$ cat config.mk
export PLATFORM = sky130hd
export DESIGN_NAME = sample_mux
export DESIGN_NICKNAME = d
export VERILOG_FILES = /design/src/rtl/sample_mux_pkg.sv /design/src/rtl/sample_mux_xfade_lerp.sv /design/src/rtl/sample_mux.sv
export SDC_FILE = /design/constraint.sdc
export NUM_CORES = 1
export LEC_CHECK = 0
export ABC_AREA = 1
export CORE_MARGIN = 2
export CORE_UTILIZATION = 36
export CTS_CLUSTER_SIZE = 25
export DETAILED_ROUTE_END_ITERATION = 10
export PLACE_DENSITY = 0.81
export SLEW_MARGIN = 25
export SYNTH_ARGS = -nofsm -noshare
export SYNTH_HDL_FRONTEND = slang
export SYNTH_SLANG_ARGS = --single-unit
$ cat constraint.sdc
create_clock -name clk -period 1.3 [get_ports clk]
set_input_delay 0.325 -clock clk [delete_from_list [all_inputs] [get_ports clk]]
set_output_delay 0.325 -clock clk [all_outputs]
set_load 0.05 [all_outputs]
$ cat src/rtl/sample_mux_pkg.sv
// Shared definitions for sample_mux: FSM state encodings and default parameter values.
package sample_mux_pkg;

  typedef enum logic {
    ST_IDLE = 1'b0,
    ST_FADE = 1'b1
  } state_t;

  localparam int DEF_WIDTH     = 24;
  localparam int DEF_CHANNELS  = 4;
  localparam int DEF_RAMP_LOG2 = 4;

endpackage

$ cat src/rtl/sample_mux_xfade_lerp.sv
// xfade_lerp: combinational signed interpolator y = a + ((b - a) * s >>> RAMP_LOG2).
// Floor rounding; the result always lies between a and b, so the WIDTH-bit result is exact.
module xfade_lerp
  import sample_mux_pkg::*;
#(
  parameter int WIDTH     = DEF_WIDTH,
  parameter int RAMP_LOG2 = DEF_RAMP_LOG2
) (
  input  logic signed [WIDTH-1:0] a,
  input  logic signed [WIDTH-1:0] b,
  input  logic        [RAMP_LOG2:0] s,
  output logic signed [WIDTH-1:0] y
);

  localparam int PW = WIDTH + RAMP_LOG2 + 2;

  logic signed [WIDTH:0]  diff;
  logic signed [PW-1:0]   diff_x;
  logic signed [PW-1:0]   s_x;
  logic signed [PW-1:0]   a_x;
  logic signed [PW-1:0]   prod;

  assign diff   = $signed({b[WIDTH-1], b}) - $signed({a[WIDTH-1], a});
  assign diff_x = {{(PW-WIDTH-1){diff[WIDTH]}}, diff};
  // s is an unsigned step count; zero-extend so it stays non-negative in the signed product.
  assign s_x    = {{(PW-RAMP_LOG2-1){1'b0}}, s};
  assign a_x    = {{(PW-WIDTH){a[WIDTH-1]}}, a};
  assign prod   = diff_x * s_x;
  assign y      = WIDTH'(a_x + (prod >>> RAMP_LOG2));

endmodule

$ cat src/rtl/sample_mux.sv
// sample_mux: registered N-channel signed sample selector, one channel forwarded per strobe.
// Define SAMPLE_MUX_XFADE_EN to replace the hard switch with a 2^RAMP_LOG2-sample linear crossfade.
module sample_mux
  import sample_mux_pkg::*;
#(
  parameter  int WIDTH     = DEF_WIDTH,
  parameter  int CHANNELS  = DEF_CHANNELS,
  parameter  int RAMP_LOG2 = DEF_RAMP_LOG2,
  localparam int SELW      = $clog2(CHANNELS)
) (
  input  logic                         clk,
  input  logic                         reset,
  input  logic [CHANNELS*WIDTH-1:0]    in_data,
  input  logic                         in_valid,
  input  logic [SELW-1:0]              sel,
  output logic [WIDTH-1:0]             out_data,
  output logic                         out_valid,
  output logic                         busy
);

  localparam logic [SELW:0] CHAN_LIMIT = (SELW+1)'(CHANNELS);

  logic signed [WIDTH-1:0] chan [CHANNELS];

  for (genvar gi = 0; gi < CHANNELS; gi++) begin : g_unpack
    assign chan[gi] = in_data[gi*WIDTH +: WIDTH];
  end

  logic [SELW-1:0]         cur_reg, cur_next;
  logic [SELW-1:0]         sel_eff;
  logic signed [WIDTH-1:0] out_data_reg, out_data_next;
  logic                    out_valid_reg, out_valid_next;

  // Out-of-range requests collapse to the current channel, i.e. "no change".
  assign sel_eff = ({1'b0, sel} < CHAN_LIMIT) ? sel : cur_reg;

`ifdef SAMPLE_MUX_XFADE_EN
  localparam int STEPW = RAMP_LOG2 + 1;
  localparam logic [STEPW-1:0] STEP_ONE = STEPW'(1);
  localparam logic [STEPW-1:0] FADE_END = STEPW'(2**RAMP_LOG2);

  state_t                  state_reg, state_next;
  logic [SELW-1:0]         tgt_reg, tgt_next;
  logic [STEPW-1:0]        step_reg, step_next;
  logic                    busy_reg, busy_next;
  logic [STEPW-1:0]        step_inc;
  logic signed [WIDTH-1:0] lerp_b;
  logic [STEPW-1:0]        lerp_s;
  logic signed [WIDTH-1:0] lerp_y;

  assign step_inc = step_reg + STEP_ONE;
  // In IDLE the lerp pre-computes the first fade sample towards the requested channel.
  assign lerp_b   = (state_reg == ST_FADE) ? chan[tgt_reg] : chan[sel_eff];
  assign lerp_s   = (state_reg == ST_FADE) ? step_inc : STEP_ONE;

  xfade_lerp #(
    .WIDTH     (WIDTH),
    .RAMP_LOG2 (RAMP_LOG2)
  ) u_lerp (
    .a (chan[cur_reg]),
    .b (lerp_b),
    .s (lerp_s),
    .y (lerp_y)
  );

  always_ff @(posedge clk) begin
    if (reset) begin
      state_reg     <= ST_IDLE;
      cur_reg       <= '0;
      tgt_reg       <= '0;
      step_reg      <= '0;
      out_data_reg  <= '0;
      out_valid_reg <= 1'b0;
      busy_reg      <= 1'b0;
    end else begin
      state_reg     <= state_next;
      cur_reg       <= cur_next;
      tgt_reg       <= tgt_next;
      step_reg      <= step_next;
      out_data_reg  <= out_data_next;
      out_valid_reg <= out_valid_next;
      busy_reg      <= busy_next;
    end
  end

  always_comb begin
    state_next     = state_reg;
    cur_next       = cur_reg;
    tgt_next       = tgt_reg;
    step_next      = step_reg;
    out_data_next  = out_data_reg;
    out_valid_next = 1'b0;
    busy_next      = busy_reg;
    if (in_valid) begin
      out_valid_next = 1'b1;
      case (state_reg)
        ST_IDLE: begin
          if (sel_eff != cur_reg) begin
            tgt_next      = sel_eff;
            step_next     = STEP_ONE;
            out_data_next = lerp_y;
            state_next    = ST_FADE;
            busy_next     = 1'b1;
          end else begin
            out_data_next = chan[cur_reg];
            busy_next     = 1'b0;
          end
        end
        ST_FADE: begin
          step_next     = step_inc;
          out_data_next = lerp_y;
          busy_next     = 1'b1;
          // Last ramp sample equals in[tgt] exactly, so the handover is seamless.
          if (step_inc == FADE_END) begin
            cur_next   = tgt_reg;
            state_next = ST_IDLE;
          end
        end
        default: state_next = ST_IDLE;
      endcase
    end
  end

  assign busy = busy_reg;
`else
  always_ff @(posedge clk) begin
    if (reset) begin
      cur_reg       <= '0;
      out_data_reg  <= '0;
      out_valid_reg <= 1'b0;
    end else begin
      cur_reg       <= cur_next;
      out_data_reg  <= out_data_next;
      out_valid_reg <= out_valid_next;
    end
  end

  always_comb begin
    cur_next       = cur_reg;
    out_data_next  = out_data_reg;
    out_valid_next = 1'b0;
    if (in_valid) begin
      cur_next       = sel_eff;
      out_data_next  = chan[sel_eff];
      out_valid_next = 1'b1;
    end
  end

  // Hard-switch build never fades; RAMP_LOG2 only shapes the fade, so busy is constant 0.
  assign busy = (RAMP_LOG2 < 0);
`endif

  assign out_data  = out_data_reg;
  assign out_valid = out_valid_reg;

endmodule

* After elaboration in Yosys (flattened, before gate mapping)
Cells that the tools add are included.
Cells by class: bitwise logic cells 1, multiplexer cells 4, $lt $le $gt $ge 1
Operator list (count):
- $bmux 24 s2 | 1
- $mux 24 | 2
- $ge 3x3->1 const B | 1
- $not 2->3 | 1
- $mux 1 | 1
Word-level totals: bits of input ports 101, flip-flop bits (word level) 25, output and inout bits 26, word-level logic and storage cells 8

* Depth between registers and ports, before layout
Gate-level depths: netlist of the first run.
depth after elaboration 4, depth in mapped cells 7, gate-level depth less buffers 5

* Worst setup path after synthesis of the first run
Ideal clock, no wire load.
kind input port to flip-flop, start point input sel[1], end point register out_data_reg[10] (netlist: out_data[10]), data required time 1177 ps, path buffers 2, setup slack 250 ps, setup time 123 ps, stages 6, arrival time 927 ps, cell sequence buf_4 > inv_2 > buf_2 > nand3_1 > nand2_2 > a21oi_2
Between the ends: word-level cells in the longest chain between the ends 4
Ends and longest elaborated chain:
- start: declaration | RTL line sample_mux.sv:15 | input logic [SELW-1:0] sel,
- $not 2->3 (not written as such) | RTL line sample_mux.sv:144 | out_data_next = chan[sel_eff];
- $bmux 24 s2 | RTL line sample_mux.sv:144
- $mux 24 (not written as such) (2 in a row) | RTL line sample_mux.sv:144
- end signal: assignment | RTL line sample_mux.sv:133 | out_data_reg <= out_data_next;
- end: declaration | RTL line sample_mux.sv:31 | logic signed [WIDTH-1:0] out_data_reg, out_data_next;
Every way passes these cells. The select of a mux whose other input is x is not followed. A chain may end at the register's enable or synchronous reset.

* Worst setup path after layout of the first run
start point input sel[1], end point register out_data_reg[5] (netlist: out_data[5])
The elaborated chain is that of the path after synthesis.

==> impl_metrics.tcl, run 1 <==
set metrics [dict create \
    status "complete, no violations" \
    antenna_found_initial 0 \
    fin_skew_ps 0 \
    synth_cell_types 18 \
    hold_viol 0 \
    track_usage_pct 18.2 \
    register_area_um2 500 \
    p_int_mw 1.69 \
    fin_util_pct 68.2 \
    clockBufferDepth 2 \
    core_mm2 0.00511 \
    end_kind "flip-flop" \
    grt-ovfl-total 0 \
    num_rows 26 \
    cts.reportedPaths.clkPinSlew_ps 80 \
    start_util_pct 37.4 \
    pwr-share-seq_pct 34.8 \
    cp_data_arrival_time_ps 1390 \
    post-route-drc-count 0 \
    stdcell_area_mm2 0.00348 \
    die_height_um 76.9 \
    gp_congestion 0.743 \
    hold_class "input port to flip-flop" \
    cts_sinks 25 \
    die_x_um 76.9 \
    leakage_nw 1.46 \
    rsz0062_at_grt "false" \
    slowest_stage "clkdlybuf4s50_1" \
    hold_buffers 0 \
    syn_inst 270 \
    num_vias 2119 \
    stdcell_count 455 \
    crit_chain "clkdlybuf4s50_1 > inv_2 > buf_12 > nand3_1 > nand2_2 > a21oi_2" \
    die_area_mm2 0.00591 \
    n_antenna_cell 0 \
    crit_type "input port to flip-flop" \
    cts_inserted_buffers 3 \
    pwr-share-comb_pct 47.7 \
    nets 487 \
    drive_above_1_share_pct 31.9 \
    fin_crit_ps 1190 \
    drtPass1Iterations 4 \
    required_ps 1500 \
    period_share_pct 91.7 \
    cts_setup_buffers 0 \
    grt_pass1_vias 2050 \
    cts_tree "done" \
    hold_slack_ps 505 \
    p_sw_mw 0.848 \
    synth.area.top_cells "dfxtp_1 26%, nand2_1 16%, nand2_2 13%" \
    io_pins 127 \
    synth_top_cell_by_area "dfxtp_1" \
    max_cap_violations 0 \
    synth_area_mm2 0.00191 \
    grt_pass1_wl_um 9040 \
    p_per_area_mw_per_mm2 729 \
    yosysSeqAreaShare_pct 26.2 \
    first_iter_violations 80 \
    start_kind "input port" \
    setup_viol 0 \
    placed_cell_area_mm2 0.00344 \
    viasPerCell 4.66 \
    setup_tns_ps 0 \
    drv_slew 0 \
    wl_per_cell_um 11.8 \
    crit_fanout 24 \
    critPathTopFamily "buffers and inverters" \
    htree_levels 1 \
    multi_input_area_mm2 0.00121 \
    avgSynthCellArea_um2 7.08 \
    clkLatencyLatePin_ps 260 \
    placedCellCount 451 \
    synth_fp_nets 371 \
    ys_ff_latch 25 \
    fillers 432 \
    slowest_delay_ps 560 \
    yosys_warnings 0 \
    port_buffers 125 \
    clock-root-buffer "clkbuf_8" \
    wl_um 5360 \
    cts_resized 0 \
    clockPowerShare_pct 17.5 \
    worst-path-buf-inv 3 \
    syn2layout_area_growth_pct 82.3 \
    switching_share_pct 33.4 \
    synth_top_area_share_pct 26.2 \
    ir_drop_v 0.000512 \
    max_freq_ghz 0.838 \
    grt_max_degree 49 \
    antenna_left 0 \
    largest_reg_flops 24 \
    hpwl_um 4170 \
]
==> power groups by stage <==
| stage | Clock, mW | Combinational [mW] | Sequential (mW) |
|---|---|---|---|
| finish | 0.444 | 1.21 | 0.884 |
| detailed placement | 0 | 1.22 | 0.903 |
| global route | 0.503 | 1.30 | 0.892 |
| global placement | 0 | 1.21 | 0.901 |
| floorplan | 0 | 0.404 | 1.08 |
| CTS | 0.463 | 1.22 | 0.885 |
==> worst reg2reg max path: stages, from the launching register on <==
cell     delay, ps
dfxtp_1        340
o21ai_0        220
a21oi_2         50
==> layout by cell type (no fill, tap or decap), drive strengths merged <==
| master | instances |
|---|---|
| buf | 36 |
| o21ai | 24 |
| dfxtp | 25 |
| a21oi | 24 |
| nor2 | 1 |
| nand2 | 120 |
| clkdlybuf4s50 | 98 |
| inv | 4 |
| nand3 | 48 |
| clkinv | 1 |
| conb | 1 |
| clkbuf | 3 |
==> metrics by stage <==
step                worst slack (ps)  total power, mW
floorplan                        250             1.48
CTS                              106             2.57
finish                           107             2.54
detailed placement              -176             2.12
global placement                -157             2.11
global route                    5.92             2.69
==> routing by layer <==
layer	track usage, %	routed length, um	up-vias
met4	2.55	0	0
met3	4.71	464	0
li1	-	-	1111
met5	0	0	-
met1	21.2	2170	920
met2	33.8	2730	88
==> logic make-up (layout without fill, tap and decap cells) <==
logic type	count (synthesis)	in the layout	share of synthesized area [%]
other cells	1	1	0.196
simple gates	169	169	46.8
compound gates	48	48	16.5
buf+inv	27	142	10.3
flops	25	25	26.2
==> worst paths after layout <==
| path | slack (ps) | startpoint | depth (start not counted) | to |
|---|---|---|---|---|
| setup reg to reg | 580 | out_data[5] | 2 | out_data[5] |
| hold reg to reg | 570 | out_data[22] | 2 | out_data[22] |
| setup / recovery | 110 | sel[1] | 6 | out_data[5] |
| hold / removal | 510 | in_valid | 4 | out_valid |
==> layout make-up <==
| cell class | count | area share [%] |
|---|---|---|
| clock buffers | 3 | 1.18 |
| repair buffers | 134 | 46.5 |
| flip-flops and latches | 25 | 14.4 |
| clock inverters | 1 | 0.144 |
| multi-input cells | 218 | 34.8 |
| inverters | 4 | 0.431 |
| well taps | 70 | 2.51 |
==> synth_stat cells <==
library cell   n
a21oi_2       20
buf_6          6
buf_2          9
nand2_1       80
o21ai_1        1
nand3_2       20
clkbuf_1       4
buf_12         2
o21ai_0       23
inv_2          3
inv_1          1
nor2_1         1
conb_1         1
nand2_2       40
dfxtp_1       25
buf_4          2
nand3_1       28
a21oi_1        4
Note: power is estimated with default switching activity, not from simulation.
==> run 2: changes to the inputs <==
- CORE_ASPECT_RATIO: not set -> 0.8
==> impl_metrics.tcl, run 2 (synthesis results as in run 1) <==
set metrics [dict create \
    start_util_pct 37.7 \
    drv_slew 0 \
    grt_pass1_vias 2196 \
    setup_viol 0 \
    r2r_end "out_data[1]" \
    required_ps 980 \
    antenna_found_initial 0 \
    die_area_mm2 0.00591 \
    crit_type "flip-flop to output port" \
    first_iter_violations 96 \
    min_from "in_valid" \
    min_delay_path_depth 3 \
    leakage_nw 1.46 \
    final_common_cell "clkdlybuf4s50_1" \
    cts_sinks 25 \
    status "complete, no violations" \
    clockBufferDepth 2 \
    period_share_pct 91.9 \
    slowest_delay_ps 430 \
    start_kind "flip-flop" \
    grt-ovfl-total 0 \
    hold_viol 0 \
    r2r_cells 2 \
    cp-startpoint "out_data[18]" \
    setup_tns_ps 0 \
    grt_pass1_wl_um 10000 \
    stdcell_count 449 \
    fin_skew_ps 0 \
    largest_reg_flops 24 \
    clkLatencyLatePin_ps 260 \
    num_rows 23 \
    cts_tree "done" \
    drtPass1Iterations 4 \
    whs_endpoint "out_data[12]" \
    die_x_um 85.5 \
    syn2layout_area_growth_pct 82.0 \
    rsz0062_at_grt "false" \
    worst-path-buf-inv 1 \
    placedCellCount 445 \
    ir_drop_v 0.000477 \
    cts_inserted_buffers 3 \
    max_freq_ghz 0.837 \
    finalPower_mw 2.57 \
    drive_above_1_share_pct 32.3 \
    gp_congestion 0.889 \
    die_height_um 69.2 \
    max_cap_violations 0 \
    hold_class "input port to flip-flop" \
    viasPerCell 4.78 \
    end_kind "output port" \
    core_mm2 0.00506 \
    hold_slack_ps 457 \
    wl_per_cell_um 13.7 \
    fin_crit_ps 1190 \
    hold_buffers 0 \
    cts_setup_buffers 0 \
    port_buffers 125 \
    num_vias 2147 \
    critPathTopFamily "flip-flops" \
    cts_resized 0 \
    grt_max_degree 30 \
    htree_levels 1 \
    crit_chain "buf_12" \
    cp_data_arrival_time_ps 870 \
    track_usage_pct 20.9 \
    wl_um 6140 \
    antenna_left 0 \
    cts.reportedPaths.clkPinSlew_ps 90 \
    post-route-drc-count 0 \
    crit_fanout 2 \
    n_antenna_cell 0 \
    clock-root-buffer "clkbuf_8" \
    worstReg2RegStart "out_data[1]" \
    p_per_area_mw_per_mm2 739 \
    slowest_stage "dfxtp_1" \
    nets 489 \
    hpwl_um 5100 \
    reg2reg_slack_ps 540 \
    mostFrequentLayoutCells "98 x clkdlybuf4s50_1, 80 x nand2_1, 40 x nand2_2" \
    io_pins 127 \
]
==> run 2: cell types whose count changed in the layout (fill, tap and decap cells not counted), sizes merged <==
cell / change
buf: +2
==> run 2: final cells by class <==
type	count	area, um^2
multi-input cells	218	1210
fillers	438	1590
flip-flops and latches	25	500
inverters	4	17.5
well taps	62	77.6
clock buffers	3	41.3
repair buffers	136	1620
clock inverters	1	5.00
==> run 2: per-layer routing <==
layer	track usage, %	part of all wire [%]
met5	0	0
met3	3.57	5.9
met2	35.5	48
met4	5.29	1.5
met1	27.4	44
==> run 2: how the worst max path moves through the flow <==
stage                    to  slack (ps)  depth (start not counted)
3_5_place_dp    out_data[1]        -210                          4
4_1_cts         out_data[1]          60                          4
6_report       out_data[18]         110                          1
5_1_grt        out_data[22]          40                          5
3_3_place_gp   out_data[17]        -140                          5
2_1_floorplan  out_data[10]         250                          6
==> run 2: metrics by stage <==
step | setup WS (ps) | utilization [%] | cell area (um^2)
after detailed placement | -211 | 67.7 | 3430
after global placement | -139 | 67.7 | 3430
final | 106 | 68.7 | 3480
after CTS | 63.9 | 68.7 | 3480
after global routing | 35.2 | 68.7 | 3480
after floorplan | 250 | - | 1910
==> run 2: power breakdown <==
group	total [mW]	switching [mW]	internal [mW]
clock network	0.457	0.242	0.214
registers	0.893	0.0662	0.827
logic	1.22	0.571	0.652
total	2.57	0.879	1.69
==> run 3: changes to the inputs <==
- ABC_AREA: 1 -> not set
- CORE_UTILIZATION: 36 -> 34
- REMOVE_ABC_BUFFERS: not set -> 1
==> impl_metrics.tcl, run 3 <==
set metrics [dict create \
    synth_edf_count 0 \
    synth_cell_types 13 \
    max_freq_ghz 0.788 \
    crit_fanout 9 \
    stdcell_count 329 \
    core_mm2 0.00465 \
    synth_adder_area_share_pct 0 \
    antenna_left 0 \
    clock-root-buffer "clkbuf_8" \
    highest_layer "met4" \
    die_x_um 82.2 \
    cts_tree "done" \
    num_vias 1678 \
    leakage_nw 1.39 \
    wl_per_cell_um 16.5 \
    grt_max_degree 25 \
    fin_crit_ps 1270 \
    preCtsSetupSlack_ps -443 \
    muxShareOfSynthArea_pct 28.9 \
    hold_viol 0 \
    num_rows 22 \
    fin_skew_ps 0 \
    largest_reg_flops 24 \
    grt_pass1_vias 1677 \
    mostFrequentLayoutCells "96 x clkdlybuf4s50_1, 48 x mux2i_1, 29 x buf_12" \
    max_cap_violations 0 \
    synth_top_family_by_area "multiplexers" \
    grt_pass1_wl_um 8250 \
    slowest_delay_ps 450 \
    ys_async_sr_fraction_pct 0 \
    synthSimpleGateAreaFrac_pct 14.0 \
    port_buffers 125 \
    final_common_cell "clkdlybuf4s50_1" \
    required_ps 1500 \
    cts_inserted_buffers 3 \
    start_kind "input port" \
    first_iter_violations 44 \
    setup_tns_ps 0 \
    avgSynthCellArea_um2 11.7 \
    n_antenna_cell 0 \
    synth.area.top_cells "dfxtp_1 30%, mux2i_1 29%, o221ai_2 18%" \
    synth_area_mm2 0.00166 \
    end_kind "flip-flop" \
    period_share_pct 97.7 \
    nets 371 \
    placedCellCount 322 \
    start_util_pct 35.7 \
    drive_above_1_share_pct 33.8 \
    cts.reportedPaths.clkPinSlew_ps 90 \
    die_area_mm2 0.00547 \
    track_usage_pct 19.9 \
    clkLatencyLatePin_ps 270 \
    drtPass1Iterations 4 \
    dr_wl_met2_um 2600 \
    p_per_area_mw_per_mm2 731 \
    wl_um 5440 \
    clockBufferDepth 2 \
    synth_xor_xnor_area_share_pct 0 \
    ys_top_cells_by_count "48 x mux2i_1, 25 x dfxtp_1, 24 x or3b_2" \
    gp_congestion 0.741 \
    hpwl_um 4330 \
    io_pins 127 \
    grt-ovfl-total 0 \
    synth_compound_area_share_pct 20.2 \
    synth_top_cell_by_area "dfxtp_1" \
    rsz0062_at_grt "false" \
    wl_met1_um 2120 \
    cts_sinks 25 \
    drv_slew 0 \
    crit_chain "dlygate4sd2_1 > or3b_4 > bufbuf_16 > o221ai_2" \
    post-route-drc-count 0 \
    htree_levels 1 \
    slowest_stage "or3b_4" \
    yosys_warnings 0 \
    ir_drop_v 0.000619 \
    fillers 357 \
    met3_length_um 693 \
    synth-main-ff-cell "dfxtp_1" \
    crit_type "input port to flip-flop" \
    synth_top_area_share_pct 30.1 \
    viasPerCell 5.10 \
    yosysSeqAreaShare_pct 30.1 \
    syn_inst 142 \
    hold_class "input port to flip-flop" \
    antenna_found_initial 0 \
    ys_ff_latch 25 \
    syn2layout_area_growth_pct 105 \
    final.setup.worst_slack_ps 30.4 \
    cp_data_arrival_time_ps 1470 \
    status "complete, no violations" \
    die_height_um 66.6 \
    synth_most_common_cell "mux2i_1" \
    setup_viol 0 \
]
## run 3: cells by family (layout without fill, tap and decap cells)
kind of cell	after synthesis	count (layout)
other cells	1	1
buf+inv	17	144
mux	48	48
simple gates	27	27
flops	25	25
compound gates	24	24
## run 3: worst max-delay path, delay by kind of cell
family / cells / cell delay, ps
AOI/OAI and AO/OA: 1 / 120
buffers and inverters: 2 / 580
and+or+nand+nor: 1 / 450
## run 3: final timing paths
| check | from | end | slack, ps | cells after the start |
|---|---|---|---|---|
| worst min register to register | out_data[4] | out_data[4] | 660 | 2 |
| worst max register to register | out_data[19] | out_data[19] | 290 | 2 |
| worst max-delay path | reset | out_data[11] | 30 | 4 |
| worst min-delay path | sel[1] | out_data[9] | 630 | 4 |
## run 3: area by class of cell
class | instances | area, um^2 | share of cell area [%]
Timing Repair Buffer | 140 | 1720 | 50.5
Multi-Input combinational cell | 100 | 1060 | 31.2
Clock buffer | 3 | 41.3 | 1.21
Tap cell | 60 | 75.1 | 2.20
Clock inverter | 1 | 7.51 | 0.220
Sequential cell | 25 | 500 | 14.7
## run 3: stage by stage
| step | cell area, um^2 | hold slack [ps] | util [%] | total power, mW |
|---|---|---|---|---|
| after floorplan | 1550 | 397 | - | 1.30 |
| after global placement | 3260 | 643 | 70.2 | 2.01 |
| after detailed placement | 3260 | 642 | 70.2 | 2.02 |
| after CTS | 3400 | 627 | 73.1 | 2.51 |
| after global routing | 3410 | 664 | 73.2 | 2.59 |
| final | 3410 | 631 | 73.2 | 2.49 |
## run 3: routing by layer
metal | up-vias | track usage (%)
met1 | 780 | 23.6
met5 | - | 0
met2 | 82 | 34.7
li1 | 814 | -
met3 | 2 | 7.59
met4 | 0 | 2.50
## run 3: where the power goes
group / switching (mW) / internal [mW]
logic: 0.460 / 0.672
registers: 0.0618 / 0.826
clock network: 0.253 / 0.217
## run 3: repair_timing
item                                    in CTS  in global routing
pin swaps                                    1                  0
buffers inserted                             1                  0
resized for setup                            7                  2
endpoints found under the hold margin        0                  0
cloned                                       2                  0
hold buffers                                 0                  0
endpoints found under the setup margin      24                  7
